## config.mk

```make
export PLATFORM = sky130hd
export DESIGN_NAME = apb_wb_bridge_v2
export DESIGN_NICKNAME = d
export VERILOG_FILES = /design/src/rtl/apb_wb_bridge_v2_pkg.sv /design/src/rtl/apb_wb_watchdog.sv /design/src/rtl/apb_wb_bridge_v2.sv
export SDC_FILE = /design/constraint.sdc
export NUM_CORES = 1
export LEC_CHECK = 0
export ABC_AREA = 1
export CORE_ASPECT_RATIO = 0.5
export CORE_MARGIN = 2
export CORE_UTILIZATION = 40
export DETAILED_ROUTE_END_ITERATION = 10
export GPL_TIMING_DRIVEN = 1
export PLACE_DENSITY_LB_ADDON = 0.1
export RECOVER_POWER = 25
export SKIP_CTS_REPAIR_TIMING = 1
export SLEW_MARGIN = 20
export SYNTH_ARGS = -nofsm -noshare
export SYNTH_HDL_FRONTEND = slang
export SYNTH_HIERARCHICAL = 1
export SYNTH_SLANG_ARGS = --single-unit
```

## constraint.sdc

```tcl
create_clock -name PCLK -period 2.8 [get_ports PCLK]
set_clock_uncertainty 0.1 [all_clocks]
set_input_delay 0.28 -clock PCLK [delete_from_list [all_inputs] [get_ports PCLK]]
set_output_delay 0.28 -clock PCLK [all_outputs]
set_load 0.05 [all_outputs]
```

## src/rtl/apb_wb_bridge_v2_pkg.sv

```systemverilog
// Shared types and defaults for the APB4 to Wishbone-classic bridge.
package apb_wb_bridge_v2_pkg;

    typedef enum logic [1:0] {
        ST_IDLE,
        ST_REQ,
        ST_WAIT,
        ST_DONE
    } state_t;

    localparam int DEF_TIMEOUT   = 256;
    localparam int DEF_MAX_RETRY = 3;
    localparam int DEF_BACKOFF   = 2;

    // Width of a counter that must hold 0..n; never narrower than one bit.
    function automatic int cnt_w(input int n);
        return (n < 1) ? 1 : $clog2(n + 1);
    endfunction

endpackage

```

## src/rtl/apb_wb_watchdog.sv

```systemverilog
// Request watchdog, retry counter and back-off timer for the bridge FSM.
module apb_wb_watchdog
    import apb_wb_bridge_v2_pkg::*;
#(
    parameter int TIMEOUT   = DEF_TIMEOUT,
    parameter int MAX_RETRY = DEF_MAX_RETRY,
    parameter int BACKOFF   = DEF_BACKOFF
) (
    input  logic clk,
    input  logic rst_n,
    input  logic req_active,
    input  logic wait_active,
    input  logic retry_inc,
    input  logic retry_clr,
    output logic tmo_hit,
    output logic retry_max,
    output logic backoff_done
);

    localparam int TW = cnt_w(TIMEOUT);
    localparam int RW = cnt_w(MAX_RETRY);
    localparam int BW = cnt_w(BACKOFF);

    localparam logic [TW-1:0] TMO_LAST = TW'(TIMEOUT - 1);
    localparam logic [RW-1:0] RTY_LAST = RW'(MAX_RETRY);
    localparam logic [BW-1:0] BO_LAST  = BW'(BACKOFF - 1);

    logic [TW-1:0] tmo_cnt;
    logic [RW-1:0] retry_cnt;
    logic [BW-1:0] bo_cnt;

    assign tmo_hit      = (TIMEOUT != 0) && (tmo_cnt == TMO_LAST);
    assign retry_max    = (retry_cnt == RTY_LAST);
    assign backoff_done = (bo_cnt == BO_LAST);

    // Counters clear whenever their phase is inactive and saturate at the limit.
    always_ff @(posedge clk or negedge rst_n) begin
        if (!rst_n) begin
            tmo_cnt   <= '0;
            retry_cnt <= '0;
            bo_cnt    <= '0;
        end else begin
            if (!req_active)
                tmo_cnt <= '0;
            else if (tmo_cnt != TMO_LAST)
                tmo_cnt <= tmo_cnt + 1'b1;

            if (retry_clr)
                retry_cnt <= '0;
            else if (retry_inc && !retry_max)
                retry_cnt <= retry_cnt + 1'b1;

            if (!wait_active)
                bo_cnt <= '0;
            else if (!backoff_done)
                bo_cnt <= bo_cnt + 1'b1;
        end
    end

endmodule

```

## src/rtl/apb_wb_bridge_v2.sv

```systemverilog
// APB4 slave to Wishbone-classic master bridge with retry back-off
// and a request watchdog.
module apb_wb_bridge_v2
    import apb_wb_bridge_v2_pkg::*;
#(
    parameter int DATA_WIDTH = 32,
    parameter int ADDR_WIDTH = 10,
    parameter int TIMEOUT    = DEF_TIMEOUT,
    parameter int MAX_RETRY  = DEF_MAX_RETRY,
    parameter int BACKOFF    = DEF_BACKOFF
) (
    input  logic                    PCLK,
    input  logic                    PRESETn,
    input  logic                    PSEL,
    input  logic                    PENABLE,
    input  logic [ADDR_WIDTH+1:2]   PADDR,
    input  logic                    PWRITE,
    input  logic [DATA_WIDTH-1:0]   PWDATA,
    input  logic [DATA_WIDTH/8-1:0] PSTRB,
    output logic                    PREADY,
    output logic [DATA_WIDTH-1:0]   PRDATA,
    output logic                    PSLVERR,
    input  logic                    ACK_I,
    input  logic                    ERR_I,
    input  logic                    RTY_I,
    input  logic [DATA_WIDTH-1:0]   DAT_I,
    output logic                    CYC_O,
    output logic                    STB_O,
    output logic                    WE_O,
    output logic [ADDR_WIDTH-1:0]   ADR_O,
    output logic [DATA_WIDTH/8-1:0] SEL_O,
    output logic [DATA_WIDTH-1:0]   DAT_O,
    output logic                    timeout_o,
    output logic                    retry_exh_o
);

    state_t state;
    logic   dropped;
    logic   tmo_hit;
    logic   retry_max;
    logic   backoff_done;
    logic   fin;
    logic   fin_err;
    logic   go_wait;
    logic   exh;
    logic   tmo_abort;
    logic   discard;

    apb_wb_watchdog #(
        .TIMEOUT   (TIMEOUT),
        .MAX_RETRY (MAX_RETRY),
        .BACKOFF   (BACKOFF)
    ) u_wdog (
        .clk          (PCLK),
        .rst_n        (PRESETn),
        .req_active   (state == ST_REQ),
        .wait_active  (state == ST_WAIT),
        .retry_inc    (go_wait),
        .retry_clr    (state == ST_IDLE || state == ST_DONE),
        .tmo_hit      (tmo_hit),
        .retry_max    (retry_max),
        .backoff_done (backoff_done)
    );

    // Slave response resolution: ACK > ERR > RTY > watchdog.
    always_comb begin
        fin       = 1'b0;
        fin_err   = 1'b0;
        go_wait   = 1'b0;
        exh       = 1'b0;
        tmo_abort = 1'b0;
        if (state == ST_REQ) begin
            if (ACK_I) begin
                fin = 1'b1;
            end else if (ERR_I) begin
                fin     = 1'b1;
                fin_err = 1'b1;
            end else if (RTY_I && !retry_max) begin
                go_wait = 1'b1;
            end else if (RTY_I) begin
                fin     = 1'b1;
                fin_err = 1'b1;
                exh     = 1'b1;
            end else if (tmo_hit) begin
                fin       = 1'b1;
                fin_err   = 1'b1;
                tmo_abort = 1'b1;
            end
        end
    end

    assign discard = dropped || !PSEL;

    always_ff @(posedge PCLK or negedge PRESETn) begin
        if (!PRESETn) begin
            state       <= ST_IDLE;
            dropped     <= 1'b0;
            CYC_O       <= 1'b0;
            STB_O       <= 1'b0;
            WE_O        <= 1'b0;
            PREADY      <= 1'b0;
            PSLVERR     <= 1'b0;
            PRDATA      <= '0;
            ADR_O       <= '0;
            SEL_O       <= '0;
            DAT_O       <= '0;
            timeout_o   <= 1'b0;
            retry_exh_o <= 1'b0;
        end else begin
            timeout_o   <= tmo_abort;
            retry_exh_o <= exh;
            unique case (state)
                ST_IDLE: begin
                    dropped <= 1'b0;
                    if (PSEL && !PENABLE) begin
                        ADR_O <= PADDR;
                        WE_O  <= PWRITE;
                        DAT_O <= PWDATA;
                        SEL_O <= PWRITE ? PSTRB : '1;
                        if (PWRITE && PSTRB == '0) begin
                            state  <= ST_DONE;
                            PREADY <= 1'b1;
                        end else begin
                            state <= ST_REQ;
                            CYC_O <= 1'b1;
                            STB_O <= 1'b1;
                        end
                    end
                end
                ST_REQ: begin
                    if (!PSEL)
                        dropped <= 1'b1;
                    if (go_wait) begin
                        state <= ST_WAIT;
                        CYC_O <= 1'b0;
                        STB_O <= 1'b0;
                    end else if (fin) begin
                        CYC_O <= 1'b0;
                        STB_O <= 1'b0;
                        // An abandoned APB access gets no response.
                        if (discard) begin
                            state <= ST_IDLE;
                        end else begin
                            state   <= ST_DONE;
                            PREADY  <= 1'b1;
                            PSLVERR <= fin_err;
                            if (ACK_I && !WE_O)
                                PRDATA <= DAT_I;
                        end
                    end
                end
                ST_WAIT: begin
                    if (!PSEL)
                        dropped <= 1'b1;
                    if (backoff_done) begin
                        state <= ST_REQ;
                        CYC_O <= 1'b1;
                        STB_O <= 1'b1;
                    end
                end
                ST_DONE: begin
                    state   <= ST_IDLE;
                    PREADY  <= 1'b0;
                    PSLVERR <= 1'b0;
                end
            endcase
        end
    end

endmodule

```

* After elaboration in Yosys (flattened, before gate mapping)
Index checks and enable logic that the tools add are counted.
Operators by class: $add $sub $neg 3, equality and inequality tests 18, muxes and demuxes 53, bitwise operators 2, reduce and logical (&&, ||, !) cells 26
Operators with widths (count):
- 2-to-1 mux 1 bit | 35
- 2-to-1 mux 2 bit | 10
- 2-to-1 mux 9 bit | 2
- inequality test 2 bit (second input constant) | 8
- AND reduction 5 bit | 2
- adder 9 x 1 -> 9 bit (second input constant) | 1
- == test 9 x 8 -> 1 bit (second input constant) | 1
- inequality test 9 x 8 -> 1 bit (second input constant) | 1
- case mux 2 bit (4 select lines) | 1
- == test 2 bit (second input constant) | 3
- case mux 1 bit (3 select lines) | 2
- AND reduction 6 bit | 1
- nonzero test 2 bit | 3
- nonzero test 3 bit | 2
- logical AND 1 bit | 5
- adder 2 x 1 -> 2 bit (second input constant) | 2
- == test 2 x 1 -> 1 bit (second input constant) | 2
- logical NOT 1 bit | 4
- logical NOT 4 bit | 1
- 2-to-1 mux 4 bit | 1
- inequality test 2 x 1 -> 1 bit (second input constant) | 2
- case mux 1 bit (2 select lines) | 2
- AND reduction 2 bit | 2
- AND reduction 4 bit | 1
- other kinds (6) | 8
Storage, ports and cells: register bits after elaboration 100, bits of input ports 86, output and inout port bits 85

* Longest topological paths before layout
Gate-level depths: netlist (run 1).
word-level depth 10, mapped depth 14, gate-level depth less buffers 14

* By module
Netlist (run 1), hierarchy kept.
By module, submodules not included:
- apb_wb_bridge_v2 | times used 1, cells each 421, area each 3627.2 µm², seq. area each 2177.1 µm²
- apb_wb_watchdog | times used 1, cells each 83, area each 699.4 µm², seq. area each 325.3 µm²

* Worst setup path after synthesis (run 1)
Ideal clock, no wire load.
path type flip-flop to flip-flop, from register u_wdog.tmo_cnt[0], to register PSLVERR, library setup time 0.119 ns, arrival 1.808 ns, required time 2.581 ns, slack 0.773 ns, stages on the path, launching flop included 14, cell sequence dfrtp_1 -> ha_1 -> nand2_2 -> nor2_1 -> nand2_1 -> nor3b_1 -> ha_1 -> inv_1 -> nor2_1 -> nor2_1 -> a21oi_1 -> o21ai_0 -> nand2_1 -> nand2_1
On the way: word-level cells in the longest chain between the ends 10, elaborated cells between the ends (all ways) 14, classes of those cells eq/ne (2); mux (11); reduce/logical (1)
Ends and longest elaborated chain:
- start, declared | line apb_wb_watchdog.sv:28 | logic [TW-1:0] tmo_cnt;
- start signal, assigned | line apb_wb_watchdog.sv:46 | tmo_cnt <= tmo_cnt + 1'b1;
- == test 9 x 8 -> 1 bit * | line apb_wb_watchdog.sv:32 | assign tmo_hit = (TIMEOUT != 0) && (tmo_cnt == TMO_LAST);
- net tmo_hit | line apb_wb_bridge_v2.sv:39 | logic tmo_hit;
- 2-to-1 mux 1 bit * | line apb_wb_bridge_v2.sv:84 | end else if (tmo_hit) begin
- 2-to-1 mux 1 bit * | line apb_wb_bridge_v2.sv:80 | end else if (RTY_I) begin
- 2-to-1 mux 1 bit * | line apb_wb_bridge_v2.sv:78 | end else if (RTY_I && !retry_max) begin
- 2-to-1 mux 1 bit * | line apb_wb_bridge_v2.sv:75 | end else if (ERR_I) begin
- 2-to-1 mux 1 bit | line apb_wb_bridge_v2.sv:73 | if (ACK_I) begin
- 2-to-1 mux 1 bit | line apb_wb_bridge_v2.sv:141 | if (discard) begin
- 2-to-1 mux 1 bit | line apb_wb_bridge_v2.sv:137 | end else if (fin) begin
- 2-to-1 mux 1 bit | line apb_wb_bridge_v2.sv:133 | if (go_wait) begin
- case mux 1 bit (2 select lines) | line apb_wb_bridge_v2.sv:112 | unique case (state)
- end signal, assigned | line apb_wb_bridge_v2.sv:146 | PSLVERR <= fin_err;
- end, declared | line apb_wb_bridge_v2.sv:22 | output logic PSLVERR,
The timed path passes the listed nets; every way through them passes the cells marked *. The select of a mux whose other input is x is not followed. A chain may end at the register's enable or synchronous reset.

* Worst setup path in the final report (run 1)
Same ends and word-level chain as after synthesis.

==> flow_metrics.py, run 1 <==
metrics = {
    "run_status": {
        "status": "complete, no violations",
    },
    "synth": {
        "syn-num-nets": 599,
        "synth_cell_type_count": 26,
        "yosysSeqAreaShare_pct": 57.8,
        "yosys_warnings": 6,
        "synth_area_um2": 4330,
        "ys.flop_type": "dfrtp_1",
        "async_reset_ff_share_pct": 100,
        "yosys_register_bits": 100,
        "synth_edf_count": 0,
        "syn_inst": 504,
        "avgSynthCellArea_um2": 8.58,
    },
    "sta": {
        "fin_crit_ns": 2.24,
        "finalSetupViolations": 0,
        "worstMarginPinSlew_ns": 1.21,
        "maxSlewHeadroom_pct": 19.5,
        "tns_ns": 0,
        "fin_crit_sh_pct": 80.1,
        "maxSlewViolCount": 0,
        "max_freq_ghz": 0.446,
        "setup_ws_ns": 0.559,
        "finalHoldViolCount": 0,
        "grt_setup_unrepaired": "false",
    },
    "critical_path": {
        "crit_type": "flop to flop",
        "crit_path_end_kind": "flop",
        "crit_slowest_cell": "dfrtp_1",
        "worstPathCellList": "ha_1 > nand2_2 > nor2_1 > nand2_1 > nor3b_1 > ha_1 > inv_1 > nor2_1 > nor2_1 > a21oi_1 > o21ai_0 > nand2_1 > nand2_1",
        "r2r_slack_ns": 0.56,
        "cp_slowest_stage_delay_ns": 0.38,
        "worst-endpoint-arrival_ns": 2.37,
        "start_kind": "flop",
        "critPathLaunch": "u_wdog/tmo_cnt[0]",
        "crit_required_ns": 2.93,
        "path_max_fanout": 4,
        "r2r_start": "u_wdog/tmo_cnt[0]",
    },
    "power_and_ir_drop": {
        "powerDensity_nw_per_um2": 1300,
        "ir_worst_vdd_v": 0.000750,
        "leakagePower_nw": 3.11,
    },
    "cts": {
        "root_buffer": "clkbuf_16",
        "cts_inserted_buffers": 9,
        "clk_pin_slew_worst_paths_ns": 0.07,
        "cts_tree": "done",
        "cts_sinks": 100,
        "clk_path_buf_depth": 2,
        "htree_levels": 3,
        "worstSkewPairLatency_ns": 0.34,
    },
    "final_layout": {
        "finish.instance_area_um2": 6490,
        "num_antenna_cells": 0,
        "drive_gt1_share_pct": 5.74,
        "finish.net_count": 770,
        "final_common_cell": "nand2_1",
        "most-common-layout-cells": "nand2_1 (236), clkdlybuf4s50_1 (169), dfrtp_1 (100), o21ai_0 (36), inv_1 (27)",
        "fill_cells": 911,
        "areaGrowthSynthToFinish_pct": 50.1,
    },
    "global_route": {
        "antenna_found_initial": 0,
        "grt_max_degree": 53,
        "met2_usage_pct": 31.7,
        "grt_first_pass_wirelength_um": 18200,
        "met3_usage_pct": 7.94,
        "gr-total-overflow": 0,
        "grtUsageTotal_pct": 19.8,
        "grt_pass1_vias": 3713,
        "busiest_layer": "met2",
        "use_met1_pct": 25.3,
    },
    "floorplanning": {
        "ios": 171,
        "die_y_um": 77.5,
        "core_area_um2": 10400,
        "rows": 26,
        "start_util_pct": 41.7,
        "die_area_um2": 11700,
        "die-width_um": 151,
    },
    "placed_design": {
        "gp_congestion": 0.792,
        "dp_hpwl_um": 7800,
        "place_area_um2": 6170,
        "dpl_worst_slack_ns": 0.574,
        "port_buffers": 170,
    },
    "detailed_routing": {
        "routed-via-count": 3764,
        "wl_per_cell_um": 13.5,
        "routed_via_density": 4.59,
        "drc": 0,
        "drtPass1Iterations": 4,
        "antenna_left": 0,
        "drt-total-wl_um": 11100,
        "first_iter_violations": 176,
    },
    "min_path": {
        "min_from": "PWDATA[6]",
        "hp-class": "input pin to flop",
    },
    "job": {
        "cap_violations": 0,
    },
}
[critical path, delay by kind of cell, from the launching register on]
family	cells	cell delay [ns]
AO/OA/AOI/OAI	2	0.37
buffers and inverters	1	0.08
adder cells (fa/ha/maj)	2	0.49
flip-flops	1	0.38
AND/OR/NAND/NOR	8	0.71
[report_power, final]
group,switching (mW),internal (mW),leakage [nW]
Sequential,0.341,2.06,1.27
Clock,0.566,0.790,0.156
Combinational,3.18,1.49,1.68
Total,4.09,4.34,3.11
[routing by layer]
metal,wire length (um),share of wire [%]
met1,4890,44
met2,5040,45
met3,1050,9.4
met4,108,0.97
met5,0,0
[sequential cells by signal (all words and copies together) (netlist names)]
name	count
ADR_O	10
DAT_O	32
PRDATA	32
PREADY	1
PSLVERR	1
SEL_O	4
STB_O	1
WE_O	1
dropped	1
retry_exh_o	1
state	2
timeout_o	1
u_wdog/bo_cnt	2
u_wdog/retry_cnt	2
u_wdog/tmo_cnt	9
[final timing paths]
path                       depth (start not counted)          endpoint
setup / recovery                                  13           PSLVERR
hold / removal                                     3          DAT_O[6]
setup reg to reg                                  13           PSLVERR
hold reg to reg                                    1  u_wdog/bo_cnt[0]
max in group asynchronous                          3              WE_O
min in group asynchronous                          2          ADR_O[8]
[cell type report]
| type | count | area (um^2) | area share, % |
|---|---|---|---|
| clock inverters | 7 | 98.8 | 1.52 |
| flip-flops and latches | 100 | 2500 | 38.5 |
| multi-input cells | 355 | 1600 | 24.7 |
| well taps | 140 | 175 | 2.70 |
| clock buffers | 9 | 225 | 3.47 |
| inverters | 29 | 109 | 1.68 |
| repair buffers | 180 | 1780 | 27.4 |
[Yosys cell counts, drive strengths merged (2+ instances only)]
cell type | n | area, um^2
nand2 | 239 | 915
dfrtp | 100 | 2500
o21ai | 46 | 230
inv | 28 | 105
nor2 | 27 | 131
nand3 | 15 | 105
a21oi | 13 | 65.1
buf | 11 | 82.6
clkbuf | 9 | 35.0
ha | 9 | 113
nand4 | 2 | 12.5
nor3b | 2 | 15.0
[through the flow]
step	hold WS (ns)	power (mW)	instances	utilization [%]
6_report	0.365	8.43	820	62.6
5_1_grt	0.359	8.93	820	62.6
4_1_cts	-0.134	8.53	819	62.6
3_5_place_dp	0.241	7.13	803	59.4
3_3_place_gp	0.243	7.06	803	59.4
2_1_floorplan	-0.116	5.48	504	-
[cell families (layout without fill, tap and decap cells)]
kind of cell | Yosys count | count (layout) | synth area share, %
AOI/OAI and AO/OA | 59 | 59 | 6.82
adders and majority gates | 9 | 9 | 2.60
DFF | 100 | 100 | 57.8
buffers and inverters | 49 | 225 | 5.23
and+or+nand+nor | 287 | 287 | 27.5
No activity file was read; power rests on OpenSTA's default activity.
==> inputs of run 2 (changes only) <==
--- a/config.mk
+++ b/config.mk
@@ -8,7 +8,7 @@
 export ABC_AREA = 1
 export CORE_ASPECT_RATIO = 0.5
 export CORE_MARGIN = 2
-export CORE_UTILIZATION = 40
+export CORE_UTILIZATION = 39
 export DETAILED_ROUTE_END_ITERATION = 10
 export GPL_TIMING_DRIVEN = 1
 export PLACE_DENSITY_LB_ADDON = 0.1
==> constraint.sdc (replaced) <==
create_clock -name PCLK -period 1.8 [get_ports PCLK]
set_clock_uncertainty 0.1 [all_clocks]
set_input_delay 0.18 -clock PCLK [delete_from_list [all_inputs] [get_ports PCLK]]
set_output_delay 0.18 -clock PCLK [all_outputs]
set_load 0.05 [all_outputs]
==> run 2 against run 1 <==
The flow now finishes with violations (setup timing); worst setup slack got worse by 0.71 ns; die area rose by 2.5%; via count rose by 2.4%; combinational power rose by 58%; sequential power rose by 55%; routed wire length fell by 1.1%; largest cell class unchanged; critical endpoint unchanged; register-to-register slack got worse by 0.71 ns; global-route usage fell by 1.6 points; clock power rose by 46%.
==> flow_metrics.py, run 2 (same netlist as run 1, synthesis figures left out) <==
metrics = {
    "run_status": {
        "violations": "setup timing",
        "status": "finished, violations left",
    },
    "placed_design": {
        "gp_congestion": 0.787,
        "dp_cells": 826,
        "dp_hpwl_um": 7630,
        "port_buffers": 170,
    },
    "critical_path": {
        "cp_slowest_stage_delay_ns": 0.36,
        "start_kind": "flop",
        "crit_type": "flop to flop",
        "crit_required_ns": 1.93,
        "worstPathCellList": "ha_2 > nand2_2 > nor2_2 > nand2_2 > nor3b_2 > ha_2 > inv_2 > nor2_4 > nor2_4 > a21oi_4 > o21ai_1 > nand2_1 > nand2_1",
        "path_max_fanout": 4,
        "crit_path_end_kind": "flop",
        "worst-endpoint-arrival_ns": 2.08,
        "crit_slowest_cell": "dfrtp_1",
    },
    "detailed_routing": {
        "routed_via_density": 4.55,
        "drc": 0,
        "drt-total-wl_um": 11000,
        "first_iter_violations": 144,
        "routed-via-count": 3854,
        "drtPass1Iterations": 4,
        "antenna_left": 0,
        "wl_per_cell_um": 12.9,
    },
    "final_layout": {
        "num_antenna_cells": 0,
        "areaGrowthSynthToFinish_pct": 57.8,
        "finish.net_count": 792,
        "final_common_cell": "nand2_1",
        "largestRegisters": "DAT_O x32, PRDATA x32, ADR_O x10",
        "fin_cells": 847,
        "drive_gt1_share_pct": 15.4,
        "most-common-layout-cells": "nand2_1 (234), dfrtp_1 (100), clkdlybuf4s50_1 (91), buf_4 (54), dlymetal6s2s_1 (49)",
    },
    "power_and_ir_drop": {
        "leakagePower_nw": 3.88,
        "ir_worst_vdd_v": 0.00102,
        "powerDensity_nw_per_um2": 1920,
    },
    "min_path": {
        "hp-class": "input pin to asynchronous set/reset pin",
    },
    "floorplanning": {
        "rows": 27,
        "core_area_um2": 10900,
        "ios": 171,
        "die_y_um": 78.5,
        "start_util_pct": 39.7,
        "die_area_um2": 12000,
        "die-width_um": 153,
    },
    "global_route": {
        "grt_pass1_vias": 3773,
        "grt_max_degree": 73,
        "grtUsageTotal_pct": 18.2,
        "grt_first_pass_wirelength_um": 17800,
        "antenna_found_initial": 0,
        "gr-total-overflow": 0,
    },
    "sta": {
        "grt_setup_unrepaired": "true",
        "max_freq_ghz": 0.513,
        "maxSlewViolCount": 0,
        "maxSlewHeadroom_pct": 38.4,
        "setup_ws_ns": -0.151,
        "finalHoldViolCount": 0,
        "hold_slack_ns": 0.166,
        "finalSetupViolations": 11,
        "tns_ns": -1.10,
        "fin_crit_sh_pct": 108,
        "worstMarginPinSlew_ns": 0.924,
        "fin_crit_ns": 1.95,
    },
    "cts": {
        "worstSkewPairLatency_ns": 0.33,
        "clk_pin_slew_worst_paths_ns": 0.07,
        "clk_path_buf_depth": 2,
        "cts_inserted_buffers": 9,
        "root_buffer": "clkbuf_16",
        "htree_levels": 3,
        "cts_sinks": 100,
        "cts_tree": "done",
    },
    "job": {
        "cap_violations": 0,
    },
}
-- run 2: cell count changes in the layout (fill, tap and decap cells not counted), moves of 4 or more --
cell / previous run / this run
clkdlybuf4s50_1: 169 / 91
buf_4: 6 / 54
dlymetal6s2s_1: 0 / 49
o21ai_0: 36 / 32
-- run 2: per-stage QoR --
| stage | instance area, um^2 | power [mW] | setup WS [ns] | util (%) |
|---|---|---|---|---|
| after floorplan | 4350 | 8.54 | -0.0952 | - |
| after global placement | 6310 | 11.1 | -0.0686 | 57.8 |
| after detailed placement | 6310 | 11.2 | -0.135 | 57.8 |
| after CTS | 6610 | 13.2 | -0.146 | 60.6 |
| after global routing | 6830 | 13.8 | -0.308 | 62.6 |
| final | 6830 | 13.1 | -0.151 | 62.6 |
-- run 2: worst paths after layout --
| check | depth (start not counted) | start | slack [ns] | endpoint |
|---|---|---|---|---|
| min in group PCLK | 3 | PADDR[11] | 0.27 | ADR_O[9] |
| max reg2reg | 13 | u_wdog/tmo_cnt[0] | -0.15 | PSLVERR |
| min | 2 | PRESETn | 0.17 | DAT_O[16] |
| max | 13 | u_wdog/tmo_cnt[0] | -0.15 | PSLVERR |
| min reg2reg | 2 | ADR_O[4] | 0.38 | ADR_O[4] |
| max in group asynchronous | 3 | PRESETn | 0.21 | PRDATA[22] |
-- run 2: cell type report --
class | instances | area, um^2
inverters | 29 | 109
clock inverters | 6 | 68.8
flip-flops and latches | 100 | 2500
multi-input cells | 355 | 1670
well taps | 145 | 181
fillers | 971 | 4090
repair buffers | 202 | 2050
clock buffers | 10 | 239
-- run 2: worst max-delay path, delay by kind of cell, from the launching register on --
kind / cells / cell delay [ns]
compound gates: 2 / 0.23
flops: 1 / 0.36
simple gates: 8 / 0.71
fa+ha+maj: 2 / 0.40
buf+inv: 1 / 0.05
-- run 2: power by group --
| part | internal (mW) | total (mW) | switching [mW] |
|---|---|---|---|
| clock | 1.13 | 1.98 | 0.852 |
| combinational | 2.36 | 7.39 | 5.02 |
| sequential | 3.21 | 3.71 | 0.503 |
-- run 2: per-layer routing --
metal  routed length [um]  share of wire [%]  vias up  global-route usage (%)
met5                    0                  0        -                       0
met4                  189                1.7        0                    6.02
met3                  812                7.4       17                    6.18
met2                 5060                 46      114                    29.3
met1                 4900                 45     1775                    23.2
li1                     -                  -     1948                       -
==> inputs of run 3 (changes only) <==
--- a/config.mk
+++ b/config.mk
@@ -13,7 +13,6 @@
 export GPL_TIMING_DRIVEN = 1
 export PLACE_DENSITY_LB_ADDON = 0.1
 export RECOVER_POWER = 25
-export SKIP_CTS_REPAIR_TIMING = 1
 export SLEW_MARGIN = 20
 export SYNTH_ARGS = -nofsm -noshare
 export SYNTH_HDL_FRONTEND = slang
==> run 3 against run 2 <==
The run still ends with setup timing left; highest routed layer unchanged; non-clock buffer count increased by 2; global-route usage increased by 0.061 points; largest power group unchanged; sequential share of layout area increased by 0.18 points; register-to-register slack got worse by 0.04 ns; final cell count increased by 0.24%.
==> flow_metrics.py, run 3 (same netlist as run 1, synthesis figures left out) <==
metrics = {
    "detailed_routing": {
        "drtPass1Iterations": 4,
        "first_iter_violations": 150,
        "drt-total-wl_um": 11000,
        "drc": 0,
        "antenna_left": 0,
        "wl_per_cell_um": 12.9,
        "routed-via-count": 3860,
        "routed_via_density": 4.55,
    },
    "global_route": {
        "grt_max_degree": 73,
        "grt_pass1_vias": 3774,
        "grtUsageTotal_pct": 18.2,
        "gr-total-overflow": 0,
        "grt_first_pass_wirelength_um": 17800,
        "antenna_found_initial": 0,
    },
    "critical_path": {
        "path_max_fanout": 4,
        "crit_slowest_cell": "dfrtp_1",
        "critPathBufInv": 1,
        "r2r_cells": 13,
        "r2r_slack_ns": -0.20,
        "worstPathCellList": "ha_2 > nand2_2 > nor2_2 > nand2_2 > nor3b_2 > ha_2 > inv_2 > nor2_4 > nor2_4 > a21oi_4 > o21ai_1 > nand2_1 > nand2_1",
        "crit_required_ns": 1.93,
        "worst-endpoint-arrival_ns": 2.13,
        "r2r_start": "u_wdog/tmo_cnt[0]",
        "cp_slowest_stage_delay_ns": 0.36,
        "crit_type": "flop to flop",
        "reg2reg_to": "PSLVERR",
        "critPathTopFamily": "simple AND/OR/NAND/NOR gates",
        "crit_path_end_kind": "flop",
        "start_kind": "flop",
    },
    "floorplanning": {
        "die_area_um2": 12000,
        "ios": 171,
        "die-width_um": 153,
        "core_area_um2": 10900,
        "rows": 27,
        "start_util_pct": 39.7,
        "die_y_um": 78.5,
    },
    "job": {
        "cap_violations": 0,
    },
    "placed_design": {
        "dp_cells": 826,
        "gp_congestion": 0.787,
        "dpl_worst_slack_ns": -0.135,
        "dp_hpwl_um": 7630,
        "port_buffers": 170,
        "place_area_um2": 6310,
    },
    "sta": {
        "finalHoldViolCount": 0,
        "grt_setup_unrepaired": "true",
        "worstMarginPinSlew_ns": 0.926,
        "maxSlewViolCount": 0,
        "fin_crit_ns": 2.00,
        "max_freq_ghz": 0.501,
        "maxSlewHeadroom_pct": 38.3,
        "setup_ws_ns": -0.196,
        "finalSetupViolations": 12,
        "fin_crit_sh_pct": 111,
    },
    "final_layout": {
        "final_common_cell": "nand2_1",
        "num_antenna_cells": 0,
        "drive_gt1_share_pct": 15.5,
        "finish.net_count": 794,
        "fin_cells": 849,
        "fill_cells": 973,
        "most-common-layout-cells": "nand2_1 (234), dfrtp_1 (100), clkdlybuf4s50_1 (91), buf_4 (56), dlymetal6s2s_1 (37)",
        "areaGrowthSynthToFinish_pct": 57.0,
        "largestRegisters": "DAT_O x32, PRDATA x32, ADR_O x10",
        "finish.instance_area_um2": 6790,
    },
    "cts": {
        "cts_tree": "done",
        "worstSkewPairLatency_ns": 0.33,
        "clk_path_buf_depth": 2,
        "cts_sinks": 100,
        "cts_inserted_buffers": 9,
        "root_buffer": "clkbuf_16",
        "clk_pin_slew_worst_paths_ns": 0.07,
        "htree_levels": 3,
    },
    "power_and_ir_drop": {
        "ir_worst_vdd_v": 0.00102,
        "leakagePower_nw": 3.77,
        "powerDensity_nw_per_um2": 1910,
    },
    "min_path": {
        "hp-class": "input pin to asynchronous set/reset pin",
    },
    "run_status": {
        "violations": "setup timing",
        "status": "finished, violations left",
    },
}
[run 3: layout make-up]
| class | instances | area [um^2] | area share, % |
|---|---|---|---|
| timing repair buffer | 204 | 2020 | 29.8 |
| clock buffer | 10 | 239 | 3.52 |
| clock inverter | 6 | 68.8 | 1.01 |
| tap | 145 | 181 | 2.67 |
| sequential | 100 | 2500 | 36.8 |
| multi-input combinational | 355 | 1670 | 24.6 |
| inverter | 29 | 109 | 1.60 |
[run 3: how the worst max path moves through the flow]
stage	slack [ns]	cells past startpoint	start	endpoint
after floorplan	-0.1	13	u_wdog/tmo_cnt[0]	PSLVERR
after global placement	-0.07	13	u_wdog/tmo_cnt[1]	PSLVERR
after detailed placement	-0.13	13	u_wdog/tmo_cnt[0]	PSLVERR
after CTS	-0.12	13	u_wdog/tmo_cnt[0]	PSLVERR
after global routing	-0.35	13	u_wdog/tmo_cnt[0]	PREADY
final	-0.20	13	u_wdog/tmo_cnt[0]	PSLVERR
[run 3: timing repair]
item / in CTS / in global routing
endpoints found under the hold margin: 100 / 0
setup buffers: 4 / 1
resized for setup: 14 / 51
setup endpoints to repair: 23 / 84
hold buffers: 1 / 0
gates cloned: 0 / 1
pin swaps: 3 / 13
[run 3: worst reg2reg max path: stages (launching register included)]
cell	delay, ns
dfrtp_1	0.36
ha_2	0.19
nand2_2	0.06
nor2_2	0.11
nand2_2	0.07
nor3b_2	0.20
ha_2	0.21
inv_2	0.05
nor2_4	0.12
nor2_4	0.06
a21oi_4	0.17
o21ai_1	0.08
nand2_1	0.06
nand2_1	0.04
[run 3: through the flow]
| step | util (%) | power [mW] | TNS [ns] | hold WS [ns] |
|---|---|---|---|---|
| 2_1_floorplan | - | 8.54 | -0.255 | -0.216 |
| 4_1_cts | 60.9 | 13.1 | -0.835 | 0.0686 |
| 6_report | 62.3 | 13.0 | -1.43 | 0.167 |
| 3_3_place_gp | 57.8 | 11.1 | -0.187 | -0.107 |
| 5_1_grt | 62.3 | 13.8 | -7.26 | 0.179 |
| 3_5_place_dp | 57.8 | 11.2 | -0.745 | -0.104 |
[run 3: report_power, final]
part | total, mW | switching (mW) | internal (mW)
sequential | 3.71 | 0.500 | 3.21
combinational | 7.31 | 5.02 | 2.28
clock | 1.98 | 0.853 | 1.13
total | 13.0 | 6.37 | 6.62
[run 3: per-layer routing]
metal | wire, um | up-vias | track usage (%)
met5 | 0 | - | 0
met4 | 189 | 0 | 6.02
met3 | 812 | 17 | 6.18
met2 | 5060 | 116 | 29.6
met1 | 4900 | 1774 | 23.2
li1 | - | 1953 | -
